===== src/rtl/cpu_ctrl_pkg.sv =====
// Shared encodings for the multi-cycle RV32I control unit: opcodes, FSM states,
// instruction classes and the datapath mux/ALU select codes.
package cpu_ctrl_pkg;

  localparam logic [6:0] OPC_ARITH_R = 7'b0110011;
  localparam logic [6:0] OPC_ARITH_I = 7'b0010011;
  localparam logic [6:0] OPC_LOAD    = 7'b0000011;
  localparam logic [6:0] OPC_STORE   = 7'b0100011;
  localparam logic [6:0] OPC_BRANCH  = 7'b1100011;
  localparam logic [6:0] OPC_JAL     = 7'b1101111;
  localparam logic [6:0] OPC_JALR    = 7'b1100111;
  localparam logic [6:0] OPC_SYSTEM  = 7'b1110011;

  typedef enum logic [2:0] {
    ST_IF    = 3'd0,
    ST_ID    = 3'd1,
    ST_EX    = 3'd2,
    ST_EX_BR = 3'd3,
    ST_MEM   = 3'd4,
    ST_WB    = 3'd5,
    ST_PC4   = 3'd6,
    ST_HALT  = 3'd7
  } state_t;

  typedef enum logic [3:0] {
    CLS_ARITH_R = 4'd0,
    CLS_ARITH_I = 4'd1,
    CLS_LOAD    = 4'd2,
    CLS_STORE   = 4'd3,
    CLS_BRANCH  = 4'd4,
    CLS_JAL     = 4'd5,
    CLS_JALR    = 4'd6,
    CLS_ECALL   = 4'd7,
    CLS_ILLEGAL = 4'd8
  } inst_class_t;

  localparam logic [1:0] ALU_OP_ADD   = 2'd0;
  localparam logic [1:0] ALU_OP_BR    = 2'd1;
  localparam logic [1:0] ALU_OP_FUNCT = 2'd2;

  localparam logic [1:0] ALU_SRC_B_RS2  = 2'd0;
  localparam logic [1:0] ALU_SRC_B_IMM  = 2'd1;
  localparam logic [1:0] ALU_SRC_B_FOUR = 2'd2;

  localparam logic ALU_SRC_A_PC  = 1'b0;
  localparam logic ALU_SRC_A_RS1 = 1'b1;

  localparam logic PC_SRC_PC4    = 1'b0;
  localparam logic PC_SRC_ALUOUT = 1'b1;

  function automatic logic is_jump(input inst_class_t cls);
    return (cls == CLS_JAL) || (cls == CLS_JALR);
  endfunction

endpackage


===== src/rtl/control_opcode_decode.sv =====
// Combinational map from the 7-bit RV32I major opcode to an instruction class.
module control_opcode_decode
  import cpu_ctrl_pkg::*;
(
  input  logic [6:0]  opcode,
  output inst_class_t cls
);

  always_comb begin
    cls = CLS_ILLEGAL;
    case (opcode)
      OPC_ARITH_R: cls = CLS_ARITH_R;
      OPC_ARITH_I: cls = CLS_ARITH_I;
      OPC_LOAD:    cls = CLS_LOAD;
      OPC_STORE:   cls = CLS_STORE;
      OPC_BRANCH:  cls = CLS_BRANCH;
      OPC_JAL:     cls = CLS_JAL;
      OPC_JALR:    cls = CLS_JALR;
      OPC_SYSTEM:  cls = CLS_ECALL;
      default:     cls = CLS_ILLEGAL;
    endcase
  end

endmodule


===== src/rtl/multicycle_control_fsm.sv =====
// Multi-cycle RV32I control FSM: sequences IF/ID/EX/MEM/WB and drives the
// datapath strobes and mux selects; halts on ECALL exit or illegal opcode.
module multicycle_control_fsm
  import cpu_ctrl_pkg::*;
#(
  parameter bit ECALL_HALT_EN = 1'b1
) (
  input  logic       clk,
  input  logic       reset,
  input  logic [6:0] opcode,
  input  logic       alu_bcond,
  input  logic       mem_ready,
  input  logic       is_halted,
  output logic       mem_read,
  output logic       mem_write,
  output logic       i_or_d,
  output logic       ir_write,
  output logic       reg_write,
  output logic       mem_to_reg,
  output logic       alu_src_a,
  output logic [1:0] alu_src_b,
  output logic [1:0] alu_op,
  output logic       pc_write,
  output logic       pc_source,
  output logic       is_ecall,
  output logic       is_halted_out,
  output logic       illegal_inst,
  output logic       instr_retired
);

  state_t      state_q, state_d;
  inst_class_t cls_d, cls_q;
  logic        illegal_q;
  logic        halt_retire_q;
  logic        ecall_halts;

  control_opcode_decode u_decode (
    .opcode (opcode),
    .cls    (cls_d)
  );

  assign ecall_halts = is_halted && ECALL_HALT_EN;

  // Class is captured in ID so later states do not depend on IR staying put.
  always_ff @(posedge clk) begin
    if (reset) begin
      state_q       <= ST_IF;
      cls_q         <= CLS_ILLEGAL;
      illegal_q     <= 1'b0;
      halt_retire_q <= 1'b0;
    end else begin
      state_q       <= state_d;
      halt_retire_q <= (state_q == ST_ID) && (cls_d == CLS_ECALL) && ecall_halts;
      if (state_q == ST_ID) begin
        cls_q <= cls_d;
        if (cls_d == CLS_ILLEGAL) illegal_q <= 1'b1;
      end
    end
  end

  always_comb begin
    state_d       = state_q;
    mem_read      = 1'b0;
    mem_write     = 1'b0;
    i_or_d        = 1'b0;
    ir_write      = 1'b0;
    reg_write     = 1'b0;
    mem_to_reg    = 1'b0;
    alu_src_a     = ALU_SRC_A_PC;
    alu_src_b     = ALU_SRC_B_RS2;
    alu_op        = ALU_OP_ADD;
    pc_write      = 1'b0;
    pc_source     = PC_SRC_PC4;
    is_ecall      = 1'b0;
    is_halted_out = 1'b0;
    illegal_inst  = illegal_q;
    instr_retired = 1'b0;

    case (state_q)
      ST_IF: begin
        mem_read = 1'b1;
        if (mem_ready) begin
          ir_write = 1'b1;
          state_d  = ST_ID;
        end
      end

      ST_ID: begin
        alu_src_a = ALU_SRC_A_PC;
        alu_src_b = ALU_SRC_B_IMM;
        alu_op    = ALU_OP_ADD;
        case (cls_d)
          CLS_ARITH_R, CLS_ARITH_I, CLS_LOAD, CLS_STORE, CLS_JAL, CLS_JALR:
            state_d = ST_EX;
          CLS_BRANCH:
            state_d = ST_EX_BR;
          CLS_ECALL: begin
            is_ecall = 1'b1;
            state_d  = ecall_halts ? ST_HALT : ST_PC4;
          end
          default: begin
            illegal_inst = 1'b1;
            state_d      = ST_HALT;
          end
        endcase
      end

      ST_EX: begin
        case (cls_q)
          CLS_ARITH_R: begin
            alu_src_a = ALU_SRC_A_RS1;
            alu_src_b = ALU_SRC_B_RS2;
            alu_op    = ALU_OP_FUNCT;
            state_d   = ST_WB;
          end
          CLS_ARITH_I: begin
            alu_src_a = ALU_SRC_A_RS1;
            alu_src_b = ALU_SRC_B_IMM;
            alu_op    = ALU_OP_FUNCT;
            state_d   = ST_WB;
          end
          CLS_LOAD, CLS_STORE: begin
            alu_src_a = ALU_SRC_A_RS1;
            alu_src_b = ALU_SRC_B_IMM;
            state_d   = ST_MEM;
          end
          CLS_JALR: begin
            alu_src_a = ALU_SRC_A_RS1;
            alu_src_b = ALU_SRC_B_IMM;
            state_d   = ST_WB;
          end
          default: state_d = ST_WB;  // JAL: ALUOut already holds PC+imm
        endcase
      end

      ST_EX_BR: begin
        pc_write      = 1'b1;
        pc_source     = alu_bcond;
        instr_retired = 1'b1;
        state_d       = ST_IF;
        // Not taken: the ALU result feeds the PC, so it must be an add of PC+4.
        if (alu_bcond) begin
          alu_src_a = ALU_SRC_A_RS1;
          alu_src_b = ALU_SRC_B_RS2;
          alu_op    = ALU_OP_BR;
        end else begin
          alu_src_a = ALU_SRC_A_PC;
          alu_src_b = ALU_SRC_B_FOUR;
          alu_op    = ALU_OP_ADD;
        end
      end

      ST_MEM: begin
        i_or_d = 1'b1;
        if (cls_q == CLS_LOAD) begin
          mem_read = 1'b1;
          if (mem_ready) state_d = ST_WB;
        end else begin
          mem_write = 1'b1;
          if (mem_ready) begin
            alu_src_a     = ALU_SRC_A_PC;
            alu_src_b     = ALU_SRC_B_FOUR;
            pc_write      = 1'b1;
            pc_source     = PC_SRC_PC4;
            instr_retired = 1'b1;
            state_d       = ST_IF;
          end
        end
      end

      ST_WB: begin
        reg_write     = 1'b1;
        mem_to_reg    = (cls_q == CLS_LOAD);
        alu_src_a     = ALU_SRC_A_PC;
        alu_src_b     = ALU_SRC_B_FOUR;
        pc_write      = 1'b1;
        pc_source     = is_jump(cls_q) ? PC_SRC_ALUOUT : PC_SRC_PC4;
        instr_retired = 1'b1;
        state_d       = ST_IF;
      end

      ST_PC4: begin
        alu_src_a     = ALU_SRC_A_PC;
        alu_src_b     = ALU_SRC_B_FOUR;
        pc_write      = 1'b1;
        pc_source     = PC_SRC_PC4;
        instr_retired = 1'b1;
        state_d       = ST_IF;
      end

      ST_HALT: begin
        is_halted_out = 1'b1;
        instr_retired = halt_retire_q;
      end

      default: state_d = ST_IF;
    endcase

    if (reset) begin
      state_d       = ST_IF;
      mem_read      = 1'b0;
      mem_write     = 1'b0;
      i_or_d        = 1'b0;
      ir_write      = 1'b0;
      reg_write     = 1'b0;
      mem_to_reg    = 1'b0;
      alu_src_a     = 1'b0;
      alu_src_b     = '0;
      alu_op        = '0;
      pc_write      = 1'b0;
      pc_source     = 1'b0;
      is_ecall      = 1'b0;
      is_halted_out = 1'b0;
      illegal_inst  = 1'b0;
      instr_retired = 1'b0;
    end
  end

endmodule


===== config.mk =====
export PLATFORM = sky130hd
export DESIGN_NAME = multicycle_control_fsm
export DESIGN_NICKNAME = d
export VERILOG_FILES = /design/src/rtl/cpu_ctrl_pkg.sv /design/src/rtl/control_opcode_decode.sv /design/src/rtl/multicycle_control_fsm.sv
export SDC_FILE = /design/constraint.sdc
export NUM_CORES = 1
export LEC_CHECK = 0
export ABC_AREA = 0
export BUFFER_PORTS_ARGS = -buffer_cell sky130_fd_sc_hd__buf_4
export CORE_MARGIN = 2
export CORE_UTILIZATION = 46
export CTS_CLUSTER_DIAMETER = 100
export DETAILED_ROUTE_END_ITERATION = 10
export GPL_TIMING_DRIVEN = 0
export PLACE_DENSITY = 0.88
export SYNTH_ARGS = -nofsm -noshare
export SYNTH_HDL_FRONTEND = slang
export SYNTH_SLANG_ARGS = --single-unit
export TNS_END_PERCENT = 5

===== constraint.sdc =====
create_clock -name clk -period 2.1 [get_ports clk]
set_clock_uncertainty 0.2 [all_clocks]
set_input_delay 0.42 -clock clk [delete_from_list [all_inputs] [get_ports clk]]
set_output_delay 0.42 -clock clk [all_outputs]
set_load 0.02 [all_outputs]

==> flow_summary_export.csv, run 1 <==
group,metric,value,unit
run_status,run_status,"finished, violations left",
run_status,violated_checks,"negative setup slack",
cts,clock_transition_at_the_registers_of_the_reported_paths,0.06,ns
floorplanning,initial_standard_cell_utilization_of_the_core,48.2,%
placement,routability_cong,0.870,
detailed_routing,wire_length_reported_by_the_detailed_router,2240,µm
finish,fin_cells,154,
global_route,grt_overflow_total,0,
power,power_leakage,0.461,nW
critical_path,worstPathCellList,"or4b_4, a21oi_4, a2bb2oi_4, a21oi_1, buf_4",
finish,area_growth,53.1,%
hold_path,hold_class,"input port to flop",
placement,dp_hpwl,1550,µm
detailed_routing,routed_via_density,6.10,
floorplanning,die_area,0.00189,mm²
floorplanning,rows,14,
synthesis,synthCells,102,
placement,postPlaceCellArea,952,µm²
synthesis,yosys_warnings,0,
critical_path,max_stage_delay,0.57,ns
critical_path,critical_path.top_delay_family,"simple AND/OR/NAND/NOR gates",
sta,timing.final.max_slew_violations,0,
critical_path,critPathLaunchType,"flop",
global_route,antenna_found_initial,0,
sta,fmax,0.428,GHz
flow_run,drv.max_cap_violation_count,0,
global_route,global_route_wire_length_before_repair,3430,µm
sta,finalSetupViolCount,8,
sta,post-route-worst-setup-slack,-0.236,ns
global_route,grt_pass1_vias,846,
cts,cts_tree,"yes",
synthesis,synth_area_per_cell,7.04,µm²
finish,fin_nets,151,
finish,fin_util,73.9,%
critical_path,cp_num_buf_inv,1,
sta,finalWorstPathRequiredPeriod,2.34,ns
detailed_routing,ant_nets,0,
synthesis,number_of_synthesized_register_bits,9,
placement,place_worst_setup_slack,-0.182,ns
critical_path,worst-endpoint-arrival,1.72,ns
cts,worst_skew_pair.late_latency,0.26,ns
critical_path,crit_slowest_cell,"or4b_4",
cts,cts-hold-fix-buffers,0,
sta,final_critical_path_share_of_the_clock_period,111,%
sta,rsz0062_at_grt,"yes",
power,power.density_cell_area,585,mW/mm²
finish,antenna-diode-count,0,
placement,place_inst,146,
synthesis,synth.net_count,114,
critical_path,endpoint_kind,"output pin",
critical_path,critPathMaxFanout,3,
cts,cts_sinks,9,
detailed_routing,drt_first_pass_iters,4,
floorplanning,die-height,43.5,µm
synthesis,synthesis.area,718,µm²
detailed_routing,dr_total_vias,940,
critical_path,critical_path_class,"flop to output pin",
detailed_routing,detail_route.iter0.violations,25,
detailed_routing,detail_route.wl_per_cell,14.6,µm
cts,numCtsBuffers,3,
synthesis,synth.distinct_cells,35,
detailed_routing,post-route-drc-count,0,
sta,timing.final.hold_violations,0,
finish,layout.cell_area.non_filler,0.00110,mm²
synthesis,synth-seq-area-share,25.1,%
floorplanning,boundaryPins,29,
global_route,global_route.usage.total,22.9,%
sta,timing.slew.headroom,62.7,%
critical_path,crit_required,1.48,ns
cts,clk_path_buf_depth,2,
floorplanning,dieWidth,43.5,µm
global_route,grt_max_degree,11,
cts,cts.htree.levels,1,
sta,slew_at_the_pin_with_the_worst_max_slew_slack,0.558,ns
power,vdd_ir_drop_max,0.334,mV
floorplanning,placeableCoreArea,0.00149,mm²
placement,port_buffers,28,
finish,layout.filler_cells,120,
finish,drive_above_1_share,39.1,%
cts,cts.root.buffer_cell,"clkbuf_4",
[worst reg2reg max path: cells and delay by family (launching register included)]
kind	cells	cell delay (ns)
flip-flops	1	0.35
AO/OA/AOI/OAI	2	0.49
AND/OR/NAND/NOR	1	0.39
buffers and inverters	2	0.31
[layout by cell type (no fill, tap or decap), drive strengths merged, types with 2 or more instances in the layout]
master and count:
nor3 12, xnor2 2, a211oi 3, inv 4, nand2b 4, nor4b 2
nand2 6, clkbuf 8, or3b 2, a221oi 2, o21ai 2, nor3b 2
buf 34, a311oi 2, and3 2, nor2 16, o211ai 2, dfxtp 9
nand3 3, a21oi 7
[Yosys cell counts]
cell type | count | share of area, %
nor2_1 | 16 | 8.4
nor3_1 | 12 | 8.4
dfxtp_1 | 9 | 25
a21oi_1 | 7 | 4.9
nand2_1 | 6 | 3.1
clkbuf_1 | 4 | 2.1
inv_1 | 4 | 2.1
nand2b_1 | 4 | 3.5
a211oi_1 | 3 | 3.1
nand3_1 | 3 | 2.1
a221oi_1 | 2 | 2.4
a311oi_1 | 2 | 2.4
and3_1 | 2 | 1.7
buf_2 | 2 | 1.4
nor3b_1 | 2 | 2.1
nor4b_1 | 2 | 2.4
o211ai_1 | 2 | 2.1
o21ai_0 | 2 | 1.4
xnor2_1 | 2 | 2.4
a2111oi_0 | 1 | 1.2
a211o_1 | 1 | 1.2
a21boi_1 | 1 | 1.0
a2bb2oi_1 | 1 | 1.2
a41o_1 | 1 | 1.4
and4_1 | 1 | 1.2
mux2i_1 | 1 | 1.4
nand4_1 | 1 | 0.87
nor4bb_1 | 1 | 1.4
o22ai_1 | 1 | 0.87
o31ai_1 | 1 | 1.0
or2_1 | 1 | 0.87
or3b_1 | 1 | 1.2
or3b_2 | 1 | 1.2
or4b_1 | 1 | 1.4
xor2_1 | 1 | 1.2
[layer usage]
layer | vias to the layer above | GRT usage, % | wire length, µm
met3 | 7 | 1.67 | 138
li1 | 457 | - | -
met5 | - | 0 | 0
met4 | 0 | 9.70 | 40
met2 | 46 | 41.2 | 1180
met1 | 430 | 27.9 | 881
[timing repair]
item	CTS	global route
resized for setup	19	8
pin swaps	5	1
setup buffers	4	0
endpoints found under the setup margin	10	12
[through the flow]
stage | TNS, ns | hold WS (ns) | power [W]
floorplan | -0.0101 | 0.251 | 0.000375
global placement | -0.573 | 0.260 | 0.000449
detailed placement | -0.619 | 0.267 | 0.000455
CTS | -1.05 | 0.163 | 0.000623
global route | -1.68 | 0.172 | 0.000682
finish | -1.18 | 0.165 | 0.000644
[kinds of logic after synthesis]
family | synth area share, %
muxes | 1.39
AOI/OAI and AO/OA | 24.4
xor gates and xnor gates | 3.66
and+or+nand+nor | 39.9
buffers and inverters | 5.57
DFF | 25.1
[layout make-up]
type,count,area (µm²),area share [%]
plain buffers,6,42.5,3.87
clock buffers,4,26.3,2.39
inverters,4,15.0,1.37
multi-input cells,83,558,50.7
flip-flops and latches,9,198,18.0
well taps,16,20.0,1.82
repair buffers,32,240,21.8
[registers in the layout, summed over array words and instances, names as in the netlist]
register and count:
halt_retire_q 1, state_q 3, cls_q 4, illegal_q 1
[where the power goes]
part / switching [W] / internal [W] / total (W)
clock network: 0.0000583 / 0.0000731 / 0.000131
registers: 0.0000201 / 0.000195 / 0.000216
logic: 0.000161 / 0.000136 / 0.000297
total: 0.000240 / 0.000404 / 0.000644
[worst paths after layout]
| kind | from | to | slack, ns | cells after the start |
|---|---|---|---|---|
| max | cls_q[2]$_SDFFE_PP0P_ | pc_write | -0.24 | 5 |
| max reg2reg | state_q[2]$_SDFFE_PP0P_ | state_q[2]$_SDFFE_PP0P_ | 0.27 | 5 |
| min | reset | halt_retire_q$_SDFF_PP0_ | 0.16 | 2 |
| min reg2reg | illegal_q$_SDFFE_PP0P_ | illegal_q$_SDFFE_PP0P_ | 0.27 | 2 |
(Power assumes the default switching activity.)
==> run 2, diff against run 1 <==
--- a/config.mk
+++ b/config.mk
@@ -12,7 +12,8 @@
 export CTS_CLUSTER_DIAMETER = 100
 export DETAILED_ROUTE_END_ITERATION = 10
 export GPL_TIMING_DRIVEN = 0
-export PLACE_DENSITY = 0.88
+export PLACE_DENSITY = 0.87
+export SETUP_SLACK_MARGIN = 0.1
 export SYNTH_ARGS = -nofsm -noshare
 export SYNTH_HDL_FRONTEND = slang
 export SYNTH_SLANG_ARGS = --single-unit
==> constraint.sdc (replaced) <==
create_clock -name clk -period 2.62 [get_ports clk]
set_clock_uncertainty 0.2 [all_clocks]
set_input_delay 0.524 -clock clk [delete_from_list [all_inputs] [get_ports clk]]
set_output_delay 0.524 -clock clk [all_outputs]
set_load 0.02 [all_outputs]
==> run 2 against run 1 <==
Against the previous run:
- the flow now finishes without violations
- hold slack better by 0.098 ns
- sequential share of layout area up 0.20 points
- cell area down 9.2%
- register-to-register slack better by 0.49 ns
- sequential power down 17%
- clock power down 20%
- combinational power down 34%
- total power down 25%
- global-route usage up 0.77 points
- core utilization down 6.8 points
- first-iteration DRC count down 52%
- count of clock-buffer cells in the layout unchanged
- critical endpoint is now instr_retired
- highest routed layer is now met3
==> flow_summary_export.csv, run 2 (synthesized netlist as in run 1, its figures left out) <==
group,metric,value,unit
run_status,run_status,"completed",
global_route,global_route_wire_length_before_repair,3510,µm
finish,final_cell_mix,"buf_4 (29), nor2_1 (16), nor3_1 (12)",
finish,antenna-diode-count,0,
critical_path,cp_num_buf_inv,1,
cts,worst_skew_pair.late_latency,0.25,ns
power,finalPower,0.000480,W
floorplanning,initial_standard_cell_utilization_of_the_core,48.2,%
critical_path,max_stage_delay,0.57,ns
detailed_routing,routed_via_density,6.08,
placement,postPlaceCellArea,948,µm²
critical_path,endpoint_kind,"output pin",
hold_path,hold_class,"flop to flop",
sta,fmax,0.393,GHz
critical_path,critPathLaunchType,"flop",
sta,setup_total_negative_slack,0,ns
finish,multi_input_area,512,µm²
floorplanning,rows,14,
floorplanning,boundaryPins,29,
floorplanning,dieWidth,43.5,µm
detailed_routing,wire_length_reported_by_the_detailed_router,2060,µm
floorplanning,die_area,0.00189,mm²
critical_path,reg2reg_from,"state_q[0]$_SDFFE_PP0P_",
sta,slew_at_the_pin_with_the_worst_max_slew_slack,0.448,ns
critical_path,critical_path.top_delay_family,"simple AND/OR/NAND/NOR gates",
finish,fin_cells,151,
flow_run,drv.max_cap_violation_count,0,
cts,cts.htree.levels,1,
critical_path,worst-endpoint-arrival,1.82,ns
cts,clk_path_buf_depth,2,
finish,fin_util,67.1,%
placement,place_inst,146,
sta,timing.final.max_slew_violations,0,
finish,layout.filler_cells,121,
critical_path,rrSetupSlack,0.76,ns
critical_path,critical_path_depth,5,
power,power_leakage,0.426,nW
floorplanning,die-height,43.5,µm
critical_path,worst_r2r_path_depth,5,
placement,routability_cong,0.855,
power,power.density_cell_area,481,mW/mm²
placement,port_buffers,28,
placement,dp_hpwl,1610,µm
sta,timing.slew.headroom,70.1,%
detailed_routing,drt_first_pass_iters,4,
detailed_routing,dr_total_vias,918,
power,vdd_ir_drop_max,0.280,mV
sta,finalSetupViolCount,0,
cts,cts_tree,"yes",
detailed_routing,detail_route.iter0.violations,12,
finish,final_common_cell,"buf_4",
critical_path,worstPathCellList,"or4b_4, a21oi_2, a2bb2oi_2, nor3_1, buf_4",
critical_path,crit_slowest_cell,"or4b_4",
cts,cts-hold-fix-buffers,0,
critical_path,critical_path_class,"flop to output pin",
finish,layout_top_registers,"cls_q (4), state_q (3)",
critical_path,setup.worst_path.start,"cls_q[2]$_SDFFE_PP0P_",
floorplanning,placeableCoreArea,0.00149,mm²
global_route,grt_max_degree,11,
finish,largest_reg_flops,4,
critical_path,reg2reg_to,"state_q[0]$_SDFFE_PP0P_",
cts,numCtsBuffers,3,
global_route,grt_overflow_total,0,
sta,rsz0062_at_grt,"yes",
finish,drive_above_1_share,29.6,%
global_route,global_route.usage.total,23.7,%
cts,cts.root.buffer_cell,"clkbuf_4",
critical_path,crit_required,1.90,ns
global_route,grt_pass1_vias,900,
finish,area_growth,39.0,%
finish,fin_nets,148,
detailed_routing,detail_route.wl_per_cell,13.7,µm
finish,layout.cell_area.non_filler,998,µm²
finish,area.sequential,181,µm²
cts,clock_transition_at_the_registers_of_the_reported_paths,0.06,ns
critical_path,critPathCapture,"instr_retired",
detailed_routing,post-route-drc-count,0,
sta,timing.final.hold_violations,0,
sta,final_critical_path_share_of_the_clock_period,97.1,%
finish,largest_register,"cls_q",
sta,finalWorstPathRequiredPeriod,2.54,ns
hold_path,startpoint_of_the_worst_hold_path,"illegal_q$_SDFFE_PP0P_",
detailed_routing,ant_nets,0,
critical_path,critPathMaxFanout,8,
global_route,antenna_found_initial,0,
cts,cts_sinks,9,
==> run 2: worst min path at each step <==
| stage | cells after the start | to |
|---|---|---|
| after floorplan | 2 | illegal_q$_SDFFE_PP0P_ |
| after global placement | 2 | illegal_q$_SDFFE_PP0P_ |
| after detailed placement | 2 | illegal_q$_SDFFE_PP0P_ |
| after CTS | 2 | illegal_q$_SDFFE_PP0P_ |
| after global routing | 2 | halt_retire_q$_SDFF_PP0_ |
| final | 2 | illegal_q$_SDFFE_PP0P_ |
==> run 2: final cells by class <==
cell class | instances | area share, %
Sequential cell | 9 | 18.2
Clock buffer | 4 | 2.63
Buffer | 6 | 2.63
Timing Repair Buffer | 29 | 21.8
Inverter | 4 | 1.50
Multi-Input combinational cell | 83 | 51.3
Tap cell | 16 | 2.01
==> run 2: per-stage QoR <==
stage	setup WS [ns]	hold WS, ns
after global routing	0.00483	0.297
final	0.0764	0.262
after CTS	0.0892	0.259
after detailed placement	0.170	0.246
after global placement	0.217	0.242
after floorplan	0.326	0.232
==> run 2: repair_timing <==
item,CTS,global route
endpoints found under the setup margin,4,6
setup buffers,1,0
pin swaps,1,0
gates resized for setup,4,2
==> run 2: report_power, final <==
group | internal [W] | switching [W]
sequential | 0.000154 | 0.0000250
clock | 0.0000586 | 0.0000463
combinational | 0.0000861 | 0.000110
total | 0.000299 | 0.000181
==> run 2: worst register-to-register path, stage by stage, from the launching register on <==
cell      delay, ns
dfxtp_2        0.38
or3b_1         0.36
buf_2          0.17
a211o_1        0.26
buf_4          0.16
a311oi_1       0.22
==> run 2: metal layers <==
metal	share of wire, %	global-route usage (%)	wire length, µm
met4	0	10.3	0
met3	6.7	3.33	138
met2	53	43.6	1090
met5	0	0	0
met1	41	26.9	837
